===== config.mk =====
export PLATFORM = sky130hd
export DESIGN_NAME = top_module_sdiv_25s_6ns_25_seq
export DESIGN_NICKNAME = d
export VERILOG_FILES = /design/src/rtl/top_module_sdiv_25s_6ns_25_seq.sv
export SDC_FILE = /design/constraint.sdc
export NUM_CORES = 1
export LEC_CHECK = 0
export CORE_AREA = 2 2 84 119
export DETAILED_ROUTE_END_ITERATION = 10
export DIE_AREA = 0 0 86 121
export PLACE_DENSITY = 0.78
export SYNTH_ARGS = -nofsm -noshare
export SYNTH_HDL_FRONTEND = slang
export SYNTH_SLANG_ARGS = --single-unit

===== constraint.sdc =====
create_clock -name clk -period 2.35 [get_ports clk]
set_input_delay 0.3525 -clock clk [delete_from_list [all_inputs] [get_ports clk]]
set_output_delay 0.3525 -clock clk [all_outputs]
set_load 0.005 [all_outputs]

===== src/rtl/top_module_sdiv_25s_6ns_25_seq.sv =====
// top_module_sdiv_25s_6ns_25_seq: sequential 25-bit signed / 6-bit unsigned restoring divider
module top_module_sdiv_25s_6ns_25_seq #(
  parameter ID = 32'd1,
  parameter din0_WIDTH = 32'd25,
  parameter din1_WIDTH = 32'd6,
  parameter dout_WIDTH = 32'd25
) (
  input  logic                  clk,
  input  logic                  reset,
  input  logic                  ce,
  input  logic                  start,
  input  logic [din0_WIDTH-1:0] din0,
  input  logic [din1_WIDTH-1:0] din1,
  output logic                  ready,
  output logic                  done,
  output logic [dout_WIDTH-1:0] dout,
  output logic [6:0]            rem,
  output logic                  div_by_zero
);
  typedef enum logic [1:0] {IDLE, CALC, SIGN, DONE} state_t;
  state_t state, nxt;
  logic [24:0] mag;
  logic [5:0] pr, dv;
  logic neg, ge, zero;
  logic [4:0] cnt;
  logic [6:0] trial, diff;
  logic unused_id;
  assign unused_id = ^ID;
  always_comb begin
    trial = {pr, mag[24]};
    diff = trial - {1'b0, dv};
    ge = trial >= {1'b0, dv};
    zero = dv == 6'd0;
    ready = state == IDLE;
    done = state == DONE;
    nxt = state == IDLE ? (start ? CALC : IDLE) :
          state == CALC ? (cnt == 5'd24 ? SIGN : CALC) :
          state == SIGN ? DONE : IDLE;
  end
  // magnitude register doubles as the quotient shift register
  always_ff @(posedge clk) begin
    if (!reset) begin
      state <= IDLE;
      mag <= '0;
      pr <= '0;
      dv <= '0;
      neg <= 1'b0;
      cnt <= '0;
      dout <= '0;
      rem <= '0;
      div_by_zero <= 1'b0;
    end else if (ce) begin
      state <= nxt;
      if (state == IDLE && start) begin
        mag <= din0[24] ? -din0 : din0;
        pr <= '0;
        cnt <= '0;
        dv <= din1;
        neg <= din0[24];
      end
      if (state == CALC) begin
        pr <= ge ? diff[5:0] : trial[5:0];
        mag <= {mag[23:0], ge};
        cnt <= cnt + 5'd1;
      end
      if (state == SIGN) begin
        dout <= zero ? '1 : neg ? -mag : mag;
        rem <= zero ? '0 : neg ? -{1'b0, pr} : {1'b0, pr};
        div_by_zero <= zero;
      end
    end
  end
endmodule


==> metrics.txt, run 1 <==
vias=around 4400; number of DRC markers in iteration 0=roughly 340; Post-CTS Hold Buffers=0; period utilization=0.969; Worst setup SP type=flip-flop; final hold viol count=0; outcome=complete, no violations; Final Setup Violations=0; VDD IR max=0.387 mV; Mapped Avg Cell Area=8.28 sq um; crit-path cells=or4_4, or4_4, buf_4, o31ai_1, xor2_1, a21oi_1; Max stage delay on crit path=0.58 ns; largest net degree at the start of global routing=38; flop and latch count out of synthesis=78; Period minus WS final=2.28 ns; postcts setup bufs=0; CP Data Required Time=roughly 2.6 ns; RSZ-0062 raised after global routing=yes; routed length per instance=around 15 microns; HP Class=flip-flop to flip-flop; Mapped Cells=between 500 and 600; die height=roughly 120 microns; CP Capture Type=flip-flop; DP Wirelength=around 8.5 mm; clk_lat worst skew=about 0.33 ns; count of cell types in the netlist=60; Inserted Clock Buffers=9; Pwr per Cell Area=572 mW/mm^2; crit-path max FO=4; Mapped Area=between 0.004 and 0.005 sq mm; number of global-route vias before repair=4143; CTS max path bufs=2; max_cap viols=0; antenna violations before repair=0; Area Growth Syn to Fin=30.6%; fraction of layout cells with a size suffix above 1=0.130; Fin Setup TNS=0 ns; DRC viols=0; CTS tree=yes; gr usage total=0.223; Max H-tree Level=3; number of enable flip-flop cells after synthesis=0; Root Driver=clkbuf_16; most frequent CP cell=or4_4; fill count=around 800; antenna cells=0; grt total ovfl=0; Row Count=42; first drt pass iteration count=5; Initial Utilization=0.482; relative slew slack=0.640; FMAX=between 400 and 500 MHz; Post-Route WL=roughly 11 mm; slowest library cell on the worst path=or4_4; Post-synth top flop=dfxtp_1; WS Path Type=flip-flop to flip-flop; Synth Net Count=a little under 600; LEAKAGE=0.00216 uW; FFs w/ async S/R, synth=0; first-pass GRT wire length=18.7 mm; Pwr Total=between 3000 and 4000 uW; Post-DRT Antenna Nets=0; Die X=between 80 and 90 microns; final setup skew=~0.0042 ns; io pins=70; gpl congestion=0.919; Syn. warnings=0; input/output buffers=about 70; CORE AREA=slightly above 0.009 sq mm; max-slew violation count=0; Critical Path AT=between 2 and 2.5 ns; Vias/cell=5.86; Nets=approximately 700; clock-pin slew of the registers on the worst-case setup and hold paths=about 0.05 ns; clock sink total=78; overall die area=~0.010 sq mm; measured slew at the worst slew-check pin=~0.54 ns; sequential share of the synthesized area=0.348
## critical path: cells and delay by family (launching register included)
family / cells / cell delay, ns
AND/OR/NAND/NOR: 2 / 1.15
AO/OA/AOI/OAI: 2 / 0.33
flip-flops: 1 / 0.32
XOR/XNOR: 1 / 0.20
buffers and inverters: 1 / 0.16
## layer usage
layer | track usage | vias up | share of wire
met2 | 0.386 | 135 | 0.51
met3 | 0.0476 | 21 | 0.047
met1 | 0.264 | 2043 | 0.42
li1 | - | 2181 | -
met5 | 0 | - | 0
met4 | 0.0883 | 0 | 0.023
## timing repair
| item | 4_1_cts | 5_1_grt |
|---|---|---|
| endpoints found under the setup margin | 0 | 9 |
| resized for setup | 0 | 6 |
| endpoints found under the hold margin | 0 | 0 |
## power by group
| group | switching [uW] | total [uW] | internal (uW) |
|---|---|---|---|
| Combinational | 359 | 680 | 320 |
| Clock | 488 | 1250 | 765 |
| Sequential | 50.8 | 1410 | 1360 |
## final cells by class
| type | count | area (sq um) | area share |
|---|---|---|---|
| multi-input combinational | 404 | 2710 | 0.463 |
| inverter | 22 | 82.6 | 0.0141 |
| tap | 110 | 138 | 0.0235 |
| timing repair buffer | 119 | 1090 | 0.186 |
| sequential | 78 | 1560 | 0.267 |
| clock buffer | 14 | 264 | 0.0451 |
| clock inverter | 1 | 5.00 | 0.000855 |
## path summary, 6_finish.rpt
check,from,end,slack (ns),depth (start not counted)
min reg2reg,dv[4],dv[4],0.46,2
max,mag[2],dout[16],0.07,6
max reg2reg,mag[2],dout[16],0.07,6
min,dv[4],dv[4],0.46,2
## synthesized netlist by cell type, types with 5 or more instances
cell type,count,area (sq um)
a31oi_1,10,62.6
xnor2_1,20,175
or3_1,7,43.8
dfxtp_1,78,1560
nand3_1,9,45.0
a22oi_1,22,165
nand2_1,48,180
xor2_1,31,272
nor2b_1,5,31.3
nor2_1,27,101
o22ai_1,11,68.8
or2_2,7,43.8
clkbuf_1,26,97.6
ha_1,12,150
inv_1,21,78.8
buf_1,5,18.8
a21oi_1,42,210
a21boi_0,5,37.5
nand2b_1,6,37.5
nand4_1,5,31.3
o211ai_1,6,45.0
or4_1,11,82.6
o31ai_1,16,120
o21ai_0,43,215
## through the flow
stage	cells	hold WS (ns)	utilization	area, sq um	setup slack [ns]
3_3_place_gp	733	0.442	0.596	5550	-0.321
3_5_place_dp	733	0.450	0.596	5550	-0.328
4_1_cts	748	0.456	0.625	5820	0.0283
5_1_grt	748	0.475	0.629	5850	-0.00520
2_1_floorplan	541	0.436	-	4480	0.0362
6_report	748	0.458	0.629	5850	0.0719
## cells by family after synthesis
group / Yosys count / share of synthesized area
AOI/OAI and AO/OA: 190 / 0.279
DFF: 78 / 0.348
xor gates and xnor gates: 51 / 0.0997
muxes: 2 / 0.00447
and+or+nand+nor: 148 / 0.173
adders and majority gates: 13 / 0.0380
buffers and inverters: 59 / 0.0581
## cell usage in the layout, fill, tap and decap left out, types with 7 or more instances in the layout
master	n
dfxtp_1	78
clkdlybuf4s50_1	69
nand2_1	48
buf_4	48
o21ai_0	43
a21oi_1	42
xor2_1	31
nor2_1	27
a22oi_1	22
inv_1	21
xnor2_1	20
o31ai_1	14
ha_1	12
o22ai_1	11
a31oi_1	10
nand3_1	9
or4_1	9
clkbuf_16	9
or3_1	7
or2_2	7
## registers in the layout, summed over array words and instances (netlist names), 5 cells and up, named ones only
register,flops
cnt,5
dout,25
dv,6
mag,25
pr,6
rem,7
Note: power is estimated with default switching activity, not from simulation.
==> inputs of run 2 (changes only) <==
--- a/config.mk
+++ b/config.mk
@@ -6,6 +6,7 @@
 export NUM_CORES = 1
 export LEC_CHECK = 0
 export CORE_AREA = 2 2 84 119
+export CTS_CLUSTER_DIAMETER = 150
 export DETAILED_ROUTE_END_ITERATION = 10
 export DIE_AREA = 0 0 86 121
 export PLACE_DENSITY = 0.78
==> results of run 2 <==
No change in the layout: final DEF, timing and power equal those of run 1.
